File: config.mk
export PLATFORM = sky130hd
export DESIGN_NAME = exec_trace_monitor
export DESIGN_NICKNAME = d
export VERILOG_FILES = /design/src/rtl/exec_trace_monitor.sv
export SDC_FILE = /design/constraint.sdc
export NUM_CORES = 1
export LEC_CHECK = 0
export CAP_MARGIN = 20
export CELL_PAD_IN_SITES_DETAIL_PLACEMENT = 0
export CELL_PAD_IN_SITES_GLOBAL_PLACEMENT = 1
export CORE_ASPECT_RATIO = 1.5
export CORE_MARGIN = 1
export CORE_UTILIZATION = 52
export DETAILED_ROUTE_END_ITERATION = 12
export PLACE_DENSITY_LB_ADDON = 0.1
export SYNTH_ARGS = -nofsm -noshare
export SYNTH_HDL_FRONTEND = slang
export SYNTH_SLANG_ARGS = --single-unit
File: constraint.sdc
create_clock -name clk_sys -period 4.3 [get_ports clk_sys]
set_input_delay 0.645 -clock clk_sys [delete_from_list [all_inputs] [get_ports clk_sys]]
set_output_delay 0.645 -clock clk_sys [all_outputs]
set_load 0.005 [all_outputs]
File: src/rtl/exec_trace_monitor.sv
// Execution trace monitor: snoops regfile write-back into a show-ahead trace FIFO and
// watches pc for halt / run-budget timeout. Define TRACE_PC_EN to store pc per entry.
module exec_trace_monitor #(
  parameter int DATA_W      = 32,
  parameter int ADDR_W      = 5,
  parameter int PC_W        = 12,
  parameter int DEPTH       = 16,
  parameter int HALT_CYCLES = 4,
  parameter int TIMEOUT     = 100
) (
  input  logic                     clk_sys,
  input  logic                     rst_n,
  input  logic                     en,
  input  logic                     wb_we,
  input  logic [ADDR_W-1:0]        wb_addr,
  input  logic [DATA_W-1:0]        wb_data,
  input  logic [PC_W-1:0]          pc,
  input  logic [2**ADDR_W-1:0]     watch_mask,
  input  logic                     rd_ready,
  output logic                     rd_valid,
  output logic [ADDR_W-1:0]        rd_addr,
  output logic [DATA_W-1:0]        rd_data,
  output logic [PC_W-1:0]          rd_pc,
  output logic [$clog2(DEPTH):0]   count,
  output logic                     overflow,
  output logic                     halted,
  output logic                     timed_out,
  output logic [31:0]              cycle_cnt
);

  // state   | meaning
  // IDLE    | waiting for en; trace buffer and overflow retained
  // RUN     | counting cycles, detecting halt, capturing write-backs
  // HALTED  | pc unchanged for HALT_CYCLES cycles; cycle_cnt frozen
  // TIMEOUT | run budget exhausted; cycle_cnt frozen
  typedef enum logic [1:0] {
    S_IDLE    = 2'd0,
    S_RUN     = 2'd1,
    S_HALTED  = 2'd2,
    S_TIMEOUT = 2'd3
  } state_t;

  localparam int PTR_W = $clog2(DEPTH);
  localparam int CNT_W = PTR_W + 1;
  localparam int HC_W  = $clog2(HALT_CYCLES + 1);

  state_t            state_q, state_nxt;
  logic [31:0]       cyc_q, cyc_nxt;
  logic [HC_W-1:0]   hcnt_q, hcnt_nxt;
  logic [PC_W-1:0]   prev_pc_q;
  logic              halt_hit;
  logic              to_hit;

  always_ff @(posedge clk_sys or negedge rst_n) begin
    if (!rst_n) begin
      state_q   <= S_IDLE;
      cyc_q     <= '0;
      hcnt_q    <= '0;
      prev_pc_q <= '0;
    end else begin
      state_q   <= state_nxt;
      cyc_q     <= cyc_nxt;
      hcnt_q    <= hcnt_nxt;
      prev_pc_q <= pc;
    end
  end

  always_comb begin
    state_nxt = state_q;
    cyc_nxt   = cyc_q;
    hcnt_nxt  = hcnt_q;
    halt_hit  = 1'b0;
    to_hit    = 1'b0;
    case (state_q)
      S_IDLE: begin
        if (en) begin
          state_nxt = S_RUN;
          cyc_nxt   = '0;
          hcnt_nxt  = '0;
        end
      end
      S_RUN: begin
        if (cyc_q != '1) cyc_nxt = cyc_q + 32'd1;
        if (pc == prev_pc_q) hcnt_nxt = hcnt_q + HC_W'(1);
        else                 hcnt_nxt = '0;
        halt_hit = (pc == prev_pc_q) && (hcnt_q == HC_W'(HALT_CYCLES - 1));
        to_hit   = (cyc_q == 32'(TIMEOUT - 1));
        // halt takes priority when both qualify on the same edge
        if (halt_hit)    state_nxt = S_HALTED;
        else if (to_hit) state_nxt = S_TIMEOUT;
      end
      default: ;
    endcase
    if (!en) state_nxt = S_IDLE;
  end

  assign halted    = (state_q == S_HALTED);
  assign timed_out = (state_q == S_TIMEOUT);
  assign cycle_cnt = cyc_q;

  logic [PTR_W-1:0]  wptr_q, rptr_q;
  logic [CNT_W-1:0]  cnt_q, cnt_nxt;
  logic              ovf_q;
  logic              capture, pop, push, full;

  logic [ADDR_W-1:0] mem_addr [DEPTH];
  logic [DATA_W-1:0] mem_data [DEPTH];

  assign full     = (cnt_q == CNT_W'(DEPTH));
  assign rd_valid = (cnt_q != '0);
  assign capture  = (state_q == S_RUN) && wb_we && (wb_addr != '0) && watch_mask[wb_addr];
  assign pop      = rd_valid && rd_ready;
  assign push     = capture && (!full || pop);

  always_comb begin
    cnt_nxt = cnt_q;
    case ({push, pop})
      2'b10:   cnt_nxt = cnt_q + CNT_W'(1);
      2'b01:   cnt_nxt = cnt_q - CNT_W'(1);
      default: cnt_nxt = cnt_q;
    endcase
  end

  always_ff @(posedge clk_sys or negedge rst_n) begin
    if (!rst_n) begin
      wptr_q <= '0;
      rptr_q <= '0;
      cnt_q  <= '0;
      ovf_q  <= 1'b0;
    end else begin
      cnt_q <= cnt_nxt;
      if (push) wptr_q <= wptr_q + PTR_W'(1);
      if (pop)  rptr_q <= rptr_q + PTR_W'(1);
      if (capture && full && !pop) ovf_q <= 1'b1;
    end
  end

  // storage carries no reset; reads are masked while empty
  always_ff @(posedge clk_sys) begin
    if (push) begin
      mem_addr[wptr_q] <= wb_addr;
      mem_data[wptr_q] <= wb_data;
    end
  end

  assign rd_addr  = rd_valid ? mem_addr[rptr_q] : '0;
  assign rd_data  = rd_valid ? mem_data[rptr_q] : '0;
  assign count    = cnt_q;
  assign overflow = ovf_q;

`ifdef TRACE_PC_EN
  logic [PC_W-1:0] mem_pc [DEPTH];

  always_ff @(posedge clk_sys) begin
    if (push) mem_pc[wptr_q] <= pc;
  end

  assign rd_pc = rd_valid ? mem_pc[rptr_q] : '0;
`else
  assign rd_pc = '0;
`endif

endmodule

# Word level (Yosys, flattened, before mapping)
# Memories as Yosys holds them, arrays and structs flattened.
# Index checks and enable logic that the tools add are counted.
totals:
  reg_bits: 63
  ram_bits: 592
  mem_count: 2
op_classes:
  addsub: 6
  magnitude_cmp: 1
  eq_ne: 14
  muxes: 17
  n_reduce_logical: 19
mem_list:
  columns: ["memory", "depth", "word_bits", "rd", "rd_ports_with_merged_regs", "write_ports", "line_no", "text"]
  rows:
  - ["mem_data", 16, 32, 1, 0, 1, "107", "logic [DATA_W-1:0] mem_data [DEPTH];"]
  - ["mem_addr", 16, 5, 1, 0, 1, "106", "logic [ADDR_W-1:0] mem_addr [DEPTH];"]
op_table:
  columns: ["cell", "count"]
  rows:
  - ["$mux W32", 3]
  - ["$pmux W32 S2", 1]
  - ["$add A32 B1 Y32 const B", 1]
  - ["$eq A32 B7 Y1 const B", 1]
  - ["$ne A32 B32 Y1 const B", 1]
  - ["$eq A12 B12 Y1", 1]
  - ["$pmux W5 S2", 1]
  - ["$reduce_bool A5 Y1", 2]
  - ["$add A4 B1 Y4 const B", 2]
  - ["$logic_and A1 B1 Y1", 8]
  - ["$eq A2 B2 Y1 const B", 3]
  - ["$lt A5 B6 Y1 const B", 1]
  - ["$mux W2", 3]
  - ["$mux W3", 2]
  - ["$pmux W3 S2", 1]
  - ["$add A5 B1 Y5 const B", 1]
  - ["$bmux W1 S5", 1]
  - ["$eq A5 B5 Y1 const B", 1]
  - ["$mux W5", 1]
  - ["$sub A5 B1 Y5 const B", 1]
  - ["$eq A2 B1 Y1 const B", 2]
  - ["$ne A2 B2 Y1 const B", 2]
  - ["$ne A4 B4 Y1 const B", 1]
  - ["$pmux W2 S2", 1]
  - ["10 further kinds", 15]

# Longest topological paths before layout
# Gate-level depths: netlist of run 1.
logic_depth:
  depth_word: 7
  ltp_mapped: 12
  depth_no_buf: 10

# Worst setup path before layout of run 1
# No wires, ideal clock.
synth_path:
  path_type: "input port to flip-flop"
  startpoint: "input port wb_addr[2]"
  endpoint: "memory mem_addr[12][0] (enable)"
  setup_ns: 0.431
  arrival_time_ns: 3.717
  slack_ns: 0.152
  stages: 9
  path_buffers: 2
  cell_sequence: "buf_6 -> mux2i_1 -> a311o_1 -> nor4_2 -> a211oi_4 -> nor2b_2 -> buf_4 -> nand3_1 -> nor2_1"
synth_via:
  elab_chain_cells: 6
  word_cells_on_any_way: 8
synth_rtl:
  columns: ["item", "line_no", "text"]
  rows:
  - ["start: declaration", "15", "input logic [ADDR_W-1:0] wb_addr,"]
  - ["$bmux W1 S5 / $reduce_bool A5 Y1 (equally long branches)", "111", "assign capture = (state_q == S_RUN) && wb_we && (wb_addr != '0) && watch_mask[wb_addr];"]
  - ["$mux W1 (implied by the code) / $logic_and A1 B1 Y1 (equally long branches)", "111", null]
  - ["$logic_and A1 B1 Y1 *", "111", null]
  - ["$logic_and A1 B1 Y1 *", "113", "assign push = capture && (!full || pop);"]
  - ["$mux W1 *", "140", "if (push) begin"]
  - ["$mux W1 (implied by the code) *", "141", "mem_addr[wptr_q] <= wb_addr;"]
  - ["end: declaration", "106", null]
# Mark *: on every way between the ends. The rest lies on a longest branch, timed or not. The select of a mux whose other input is x is not followed.

# Worst setup path after layout of run 1
layout_path:
  startpoint: "register rptr_q[0]"
  endpoint: "output port rd_data[6]"
layout_via:
  elab_chain_cells: 2
layout_rtl:
  columns: ["item", "line_no", "text"]
  rows:
  - ["start: declaration", "101", "logic [PTR_W-1:0] wptr_q, rptr_q;"]
  - ["start signal: assignment", "133", "if (pop) rptr_q <= rptr_q + PTR_W'(1);"]
  - ["$mem_v2 Z16 W32", null, null]
  - ["$mux W32", "147", "assign rd_data = rd_valid ? mem_data[rptr_q] : '0;"]
  - ["end: declaration", "22", "output logic [DATA_W-1:0] rd_data,"]
# No other way between the ends.

==> results of run 1 <==
metal layers:
metal / share of wire [%] / up-vias / wire [um] / GRT usage [%]
met5: 0 / - / 0 / 0
met4: 2.2 / 0 / 1224 / 6.188
met3: 4.7 / 77 / 2635 / 3.104
met2: 53 / 350 / 29310 / 38.71
met1: 40 / 6904 / 22470 / 30.29
li1: - / 5634 / - / -
how the worst max path moves through the flow:
stage	startpoint	end	slack [ns]	cells after the start
CTS	rptr_q[0]$_DFFE_PN0P_	rd_data[6]	0.24	5
global placement	wb_addr[0]	mem_data[15][1]$_DFFE_PP_	0.14	9
global route	rptr_q[0]$_DFFE_PN0P_	rd_data[6]	0.15	5
detailed placement	wb_addr[2]	mem_data[13][7]$_DFFE_PP_	0.04	10
finish	rptr_q[0]$_DFFE_PN0P_	rd_data[6]	0.31	5
floorplan	wb_addr[2]	mem_addr[12][0]$_DFFE_PP_	0.15	9
cell usage after synthesis (11+ instances only):
cell	number	area (um2)
nand4_1	11	68.82
buf_2	13	65.06
o21ai_0	44	220.2
and2_1	56	350.3
nor4_1	11	68.82
xnor2_1	20	175.2
edfxtp_1	592	17780
ha_1	11	137.6
nand3_1	19	95.09
inv_1	11	41.29
dfrtp_1	63	1577
buf_4	13	97.59
clkbuf_1	43	161.4
nand2_1	29	108.9
nor2_1	31	116.4
mux4_2	186	4189
sequential cells by signal, indices dropped and copies added (netlist names):
register	cells
count	5
mem_addr	80
mem_data	512
overflow	1
wptr_q	4
cycle_cnt	32
state_q	2
prev_pc_q	12
rptr_q	4
hcnt_q	3
power by group through the flow:
stage	clock network, mW	registers (mW)	logic, mW
floorplan	0	7.40	3.33
global placement	0	7.59	5.22
detailed placement	0	7.60	5.22
CTS	4.97	7.47	5.24
global route	5.20	7.49	5.48
finish	4.88	7.46	5.09
cells by family after synthesis:
group                    after synthesis  share of synthesized area [%]
flip-flops                           655                          73.72
multiplexers                         201                          16.62
AND/OR/NAND/NOR                      193                          4.104
AO/OA/AOI/OAI                        100                          2.454
buffers and inverters                 86                          1.582
XOR/XNOR                              27                         0.9008
adder cells (fa/ha/maj)               12                         0.6005
other                                  1                        0.01428
through the flow:
step / setup slack (ns) / total power, mW
after global routing: 0.1453 / 18.17
after global placement: 0.1408 / 12.81
after floorplan: 0.1519 / 10.73
after CTS: 0.2369 / 17.68
after detailed placement: 0.03865 / 12.82
final: 0.3080 / 17.43
worst max-delay path, delay by kind of cell (launching register included):
kind / cells / cell delay, ns
multiplexers: 2 / 1.13
AND/OR/NAND/NOR: 1 / 0.19
buffers and inverters: 2 / 0.83
flip-flops: 1 / 0.50
cell usage in the layout (no fill, tap or decap), types with 5 or more instances in the layout:
cell / n
edfxtp_1: 592
mux4_2: 186
clkdlybuf4s50_1: 162
dfrtp_1: 59
clkbuf_16: 58
and2_1: 44
o21ai_0: 44
buf_4: 37
nand2_1: 29
nor2_1: 27
xnor2_1: 20
nand3_1: 19
clkbuf_1: 15
and2_2: 12
conb_1: 12
inv_1: 11
nor4_1: 11
nand4_1: 11
ha_1: 11
buf_12: 11
a21oi_1: 10
o31ai_1: 10
a31oi_1: 9
mux2_2: 8
clkinv_1: 8
clkinv_2: 8
xor2_1: 7
clkinvlp_4: 6
and3_1: 5
nor3_1: 5
cell type report:
cell class | instances | area, um2
inverters | 12 | 45.04
clock buffers | 73 | 1508
fillers | 3643 | 19090
multi-input cells | 545 | 6573
flip-flops and latches | 655 | 19370
repair buffers | 211 | 2125
well taps | 663 | 829.5
clock inverters | 31 | 261.5
==> flow_summary.yaml, run 1 <==
outcome:
  status: "finished clean"
setup_path:
  regToRegEndpoint: "mem_data[13][8]$_DFFE_PP_"
  critPathKind: "register to output port"
  worstSetupStartpointType: "register"
  cp_cell_sequence: "buf_12 -> mux4_2 -> mux4_2 -> and2_1 -> clkdlybuf4s50_1"
  cp_slowest_cell: "mux4_2"
  crit_top_cell: "mux4_2"
  endpoint_kind: "output port"
  worstRegToRegCells: 8
  crit_fanout: 56
  r2r_start: "state_q[1]$_DFFE_PN0P_"
  cp.required_ns: 3.65
  cp.arrival_ns: 3.35
  r2r_slack_ns: 0.80
  max_stage_delay_ns: 0.59
floorplanning:
  io_pins: 176
  start_util_pct: 52.72
  die_area_mm2: 0.05141
  rows: 100
  die_y_um: 277.2
  core_mm2: 0.04980
  die_w_um: 185.5
power_and_ir_drop:
  p_leak_nw: 9.896
  comb_power_share_pct: 29.2
  p_sw_share_pct: 26.50
  seqPwrFrac_pct: 42.8
  p_int_mw: 12.81
  pwr-share-clk_pct: 28.0
  switchingPower_mw: 4.619
  ir_worst_vdd_uv: 451.5
  powerDensity_mw_per_mm2: 567.6
sta:
  timing.setup.tns_ns: 0
  finalMaxSlewViolations: 0
  fin_crit_ns: 3.992
  hold-worst-slack_ns: 0.1543
  hold_violations: 0
  setup_violations: 0
  tightest_slew_ns: 0.8833
  max_freq_ghz: 0.2505
  rsz0062_at_grt: "false"
  finClkSkew_ns: 0.01427
  maxSlewHeadroom_pct: 41.11
  period_share_pct: 92.84
cts:
  cts_root_buf: "clkbuf_16"
  cts_tree: "built"
  clkTransAtPathRegs_ns: 0.07
  cts_setup_buffers: 0
  cts_resized: 0
  cts_buffer_depth: 3
  numCtsBuffers: 58
  clkLatencyLatePin_ns: 0.61
  clock-sinks: 655
  ctsHoldBuffers: 0
  htreeDepth: 2
placement:
  io_buffer_count: 163
  placed_area_mm2: 0.02894
  place_congestion: 0.7938
  hpwl_um: 33800
  dp.cells: 2086
logic_synthesis:
  ys_seq_area_share_pct: 73.72
  synth_warnings: 0
  ys.flop_type: "edfxtp_1"
  ys_types: 63
  syn_area_per_cell_um2: 20.59
  synth-edff-count: 592
  async_flop_share_pct: 9.618
  netlist_area_mm2: 0.02625
  synth_cells: 1275
  synth-seq-cells: 655
layout:
  fin_cells: 2190
  drive_gt1_share_pct: 23.64
  design_area_mm2: 0.03071
  antenna_cells: 0
  syn_to_final_growth_pct: 16.97
  nNetsFinal: 1581
  final_util_pct: 61.66
route:
  wl_per_cell_um: 25.41
  drc: 0
  wl_um: 55640
  dr.pass1.iters: 5
  ant_nets: 0
  vias: 12965
  viasPerCell: 5.920
  drtIter0Drc: 934
global_routing:
  grt_usage_pct: 22.60
  grt_first_pass_wirelength_um: 84730
  antenna_found_initial: 0
  grt_max_degree: 71
  first_global_vias: 13686
  overflow: 0
worst_hold_path:
  hold_path_class: "input port to asynchronous set/reset pin"
job:
  maxCapViolations: 0
Note: power is estimated with default switching activity, not from simulation.
==> run 2, diff against run 1 <==
CELL_PAD_IN_SITES_DETAIL_PLACEMENT = 1   (was 0)
CELL_PAD_IN_SITES_GLOBAL_PLACEMENT = 2   (was 1)
CORE_ASPECT_RATIO = 0.5   (was 1.5)
CORE_UTILIZATION = 46   (was 52)
==> flow_summary.yaml, run 2 (synthesis results as in run 1) <==
cts:
  cts_setup_buffers: 0
  htreeDepth: 2
  cts_resized: 0
  clock-sinks: 655
  cts_root_buf: "clkbuf_16"
  clkLatencyLatePin_ns: 0.63
  clkTransAtPathRegs_ns: 0.07
  ctsHoldBuffers: 0
  cts_buffer_depth: 3
  cts_tree: "built"
  numCtsBuffers: 57
layout:
  nNetsFinal: 1584
  antenna_cells: 0
  num-fill-cells: 4845
  final_cell_mix: "592 x edfxtp_1, 186 x mux4_2, 162 x clkdlybuf4s50_1, 60 x clkbuf_16, 59 x dfrtp_1"
  syn_to_final_growth_pct: 18.42
  largest_reg_flops: 512
  top_register: "mem_data"
  design_area_mm2: 0.03109
  layout_commonest_cell: "edfxtp_1"
  drive_gt1_share_pct: 24.40
sta:
  hold-worst-slack_ns: 0.04296
  max_freq_ghz: 0.2413
  finalMaxSlewViolations: 0
  fin_crit_ns: 4.143
  timing.setup.tns_ns: 0
  tightest_slew_ns: 0.9376
  setup_violations: 0
  maxSlewHeadroom_pct: 36.91
  hold_violations: 0
  layout_setup_ws_ns: 0.1565
  finClkSkew_ns: 0.01915
  period_share_pct: 96.36
  rsz0062_at_grt: "false"
setup_path:
  crit_fanout: 29
  worstSetupStartpointType: "register"
  regToRegEndpoint: "mem_data[14][14]$_DFFE_PP_"
  critPathKind: "register to output port"
  worstRegToRegCells: 8
  cp.arrival_ns: 3.50
  crit_start: "rptr_q[0]$_DFFE_PN0P_"
  r2r_slack_ns: 0.82
  endpoint_kind: "output port"
  cp.required_ns: 3.65
  r2r_start: "state_q[1]$_DFFE_PN0P_"
floorplanning:
  start_util_pct: 46.93
  core_mm2: 0.05594
  rows: 61
  die_area_mm2: 0.05809
  io_pins: 176
  die_w_um: 339.9
  die_y_um: 170.9
route:
  vias: 13388
  viasPerCell: 5.849
  wl_um: 63760
  drtIter0Drc: 1044
  drc: 0
  ant_nets: 0
  wl_per_cell_um: 27.86
  dr.pass1.iters: 5
power_and_ir_drop:
  finalPower_mw: 18.13
  p_leak_nw: 10.02
  powerDensity_mw_per_mm2: 583.1
  ir_worst_vdd_uv: 348.1
worst_hold_path:
  hold_path_class: "input port to asynchronous set/reset pin"
global_routing:
  grt_first_pass_wirelength_um: 94410
  grt_max_degree: 39
  overflow: 0
  grt_usage_pct: 22.31
  antenna_found_initial: 4
  first_global_vias: 14318
placement:
  place_ws_ns: -0.06920
  io_buffer_count: 163
  place_congestion: 0.7768
  placed_area_mm2: 0.02922
  hpwl_um: 41160
outcome:
  status: "finished clean"
job:
  maxCapViolations: 0
## run 2: cell count changes in the layout (fill, tap and decap cells not counted), sizes merged
cell,change
buf,+4
clkinvlp,-2
clkinv,+9
bufinv,+1
clkbuf,-6
## run 2: worst max-delay path by stage
stage / endpoint / cells past startpoint
after detailed placement: mem_data[15][14]$_DFFE_PP_ / 9
final: rd_data[23] / 6
after global placement: mem_data[15][12]$_DFFE_PP_ / 9
after global routing: rd_data[23] / 6
after floorplan: mem_addr[12][0]$_DFFE_PP_ / 9
after CTS: rd_data[23] / 6
## run 2: critical path, cell delays in order, from the launching register on
cell and delay, ns:
dfrtp_4 0.59, buf_12 0.30, buf_4 0.25, mux4_2 0.54, mux4_2 0.51, and2_1 0.18
clkdlybuf4s50_1 0.48
## run 2: metrics by stage
step | cells | util [%]
CTS | 2289 | 55.57
finish | 2289 | 55.57
global placement | 2183 | 52.23
floorplan | 1286 | -
global route | 2289 | 55.57
detailed placement | 2183 | 52.23
## run 2: layer usage
metal	wire length, um	track usage, %
met3	4170	4.811
met5	0	0
met2	29700	35.25
met4	701	3.349
met1	29190	32.73
## run 2: final cells by class
class,count,area (um2),area share [%]
Clock inverter,39,340.3,1.095
Clock buffer,67,1528,4.914
Timing Repair Buffer,215,2292,7.373
Multi-Input combinational cell,545,6573,21.14
Inverter,12,45.04,0.1449
Sequential cell,655,19360,62.29
Tap cell,756,945.9,3.043
## run 2: power breakdown
group	switching, mW	internal, mW	leakage [nW]	total, mW
combinational	2.44	3.07	2.97	5.51
sequential	0.271	7.18	6.14	7.45
clock	2.36	2.80	0.911	5.16
total	5.07	13.1	10.0	18.1
==> run 3, diff against run 2 <==
CORE_UTILIZATION = 50   (was 46)
clock period = 5.38 ns   (was 4.3 ns; I/O delays follow)
==> flow_summary.yaml, run 3 (synthesis results as in run 1) <==
outcome:
  status: "finished clean"
layout:
  antenna_cells: 0
  nNetsFinal: 1572
  layout_commonest_cell: "edfxtp_1"
  final_cell_mix: "592 x edfxtp_1, 186 x mux4_2, 162 x clkdlybuf4s50_1, 59 x dfrtp_1, 58 x clkbuf_16"
  drive_gt1_share_pct: 23.19
  top_register: "mem_data"
  largest_reg_flops: 512
  syn_to_final_growth_pct: 16.98
power_and_ir_drop:
  finalPower_mw: 14.30
  powerDensity_mw_per_mm2: 465.5
  p_leak_nw: 9.892
  ir_worst_vdd_uv: 239.5
floorplanning:
  core_mm2: 0.05102
  rows: 58
  start_util_pct: 51.46
  die_w_um: 326.1
  io_pins: 176
  die_area_mm2: 0.05348
  die_y_um: 164.0
sta:
  tightest_slew_ns: 1.053
  timing.setup.tns_ns: 0
  finClkSkew_ns: 0.03472
  maxSlewHeadroom_pct: 29.80
  hold_violations: 0
  max_freq_ghz: 0.2258
  setup_violations: 0
  period_share_pct: 82.31
  finalMaxSlewViolations: 0
  fin_crit_ns: 4.429
  rsz0062_at_grt: "false"
setup_path:
  cp.arrival_ns: 3.62
  r2r_slack_ns: 1.48
  endpoint_kind: "output port"
  crit_start: "rptr_q[1]$_DFFE_PN0P_"
  critPathKind: "register to output port"
  worstSetupStartpointType: "register"
  cp_slowest_cell: "dfrtp_4"
  cp_cell_sequence: "buf_4 -> mux4_2 -> mux4_2 -> and2_1 -> clkdlybuf4s50_1"
  max_stage_delay_ns: 0.85
  crit_fanout: 38
  crit_top_cell: "mux4_2"
  cp.required_ns: 4.57
  r2r_start: "state_q[0]$_DFFE_PN0P_"
  worstRegToRegCells: 8
  regToRegEndpoint: "mem_data[7][1]$_DFFE_PP_"
  critPathCapture: "rd_data[30]"
cts:
  cts_tree: "built"
  clkLatencyLatePin_ns: 0.61
  htreeDepth: 2
  cts_buffer_depth: 3
  ctsHoldBuffers: 0
  numCtsBuffers: 56
  cts_root_buf: "clkbuf_16"
  clock-sinks: 655
  clkTransAtPathRegs_ns: 0.07
  cts_setup_buffers: 0
  cts_resized: 0
placement:
  place_congestion: 0.8062
  io_buffer_count: 163
  hpwl_um: 41330
route:
  drtIter0Drc: 1436
  dr.pass1.iters: 5
  wl_per_cell_um: 29.36
  drc: 0
  viasPerCell: 6.029
  ant_nets: 0
  vias: 13313
  wl_um: 64830
global_routing:
  overflow: 0
  antenna_found_initial: 1
  grt_usage_pct: 24.63
  first_global_vias: 14237
  grt_max_degree: 64
  grt_first_pass_wirelength_um: 94760
worst_hold_path:
  hold_path_class: "input port to asynchronous set/reset pin"
job:
  maxCapViolations: 0
[run 3: changes by cell type in the layout (fill, tap and decap cells not counted), sizes merged]
| cell | before | now |
|---|---|---|
| bufinv | 4 | 5 |
| clkinvlp | 5 | 2 |
| clkinv | 27 | 24 |
| inv | 15 | 13 |
| clkbuf | 67 | 70 |
| buf | 53 | 42 |
[run 3: worst max-delay path, delay by kind of cell (launching register included)]
kind / cells / cell delay (ns)
buf+inv: 2 / 0.93
flops: 1 / 0.85
simple gates: 1 / 0.17
mux: 2 / 1.02
[run 3: worst min-delay path by stage]
| stage | from | to | slack (ns) | cells after the start |
|---|---|---|---|---|
| after floorplan | hcnt_q[2]$_DFFE_PN0P_ | hcnt_q[2]$_DFFE_PN0P_ | 0.45 | 2 |
| after global placement | hcnt_q[2]$_DFFE_PN0P_ | hcnt_q[2]$_DFFE_PN0P_ | 0.46 | 2 |
| after detailed placement | hcnt_q[2]$_DFFE_PN0P_ | hcnt_q[2]$_DFFE_PN0P_ | 0.47 | 2 |
| after CTS | rst_n | cycle_cnt[23]$_DFFE_PN0P_ | 0.41 | 2 |
| after global routing | rst_n | cycle_cnt[23]$_DFFE_PN0P_ | 0.46 | 2 |
| final | rst_n | cycle_cnt[29]$_DFFE_PN0P_ | 0.39 | 2 |
[run 3: layout make-up]
class                   instances  area, um2
clock buffers                  70       1496
clock inverters                32      297.8
fillers                      4330      20310
inverters                      12      45.04
multi-input cells             545       6573
flip-flops and latches        655      19360
well taps                     690      863.3
repair buffers                204       2072
[run 3: per-stage QoR]
step	hold slack (ns)	setup WS (ns)	instance area [um2]	utilization [%]	std cells
after detailed placement	0.4725	0.6131	28920	56.68	2106
after global routing	0.4631	0.8570	30710	60.20	2208
after floorplan	0.4498	1.070	26290	-	1286
after global placement	0.4640	0.7756	28920	56.68	2106
after CTS	0.4104	0.9465	30710	60.20	2208
final	0.3919	0.9515	30710	60.20	2208
[run 3: power breakdown]
| group | internal (mW) | switching (mW) | leakage, nW | total, mW |
|---|---|---|---|---|
| combinational | 2.37 | 1.91 | 2.87 | 4.28 |
| clock | 2.21 | 1.81 | 0.877 | 4.03 |
| sequential | 5.74 | 0.252 | 6.14 | 5.99 |
| total | 10.3 | 3.98 | 9.89 | 14.3 |
[run 3: layer usage]
layer / track usage (%) / vias to the layer above / wire length [um]
met5: 0 / - / 13
met4: 4.161 / 2 / 724
met3: 6.872 / 64 / 5333
met2: 38.37 / 450 / 30440
met1: 35.55 / 7172 / 28310
li1: - / 5625 / -
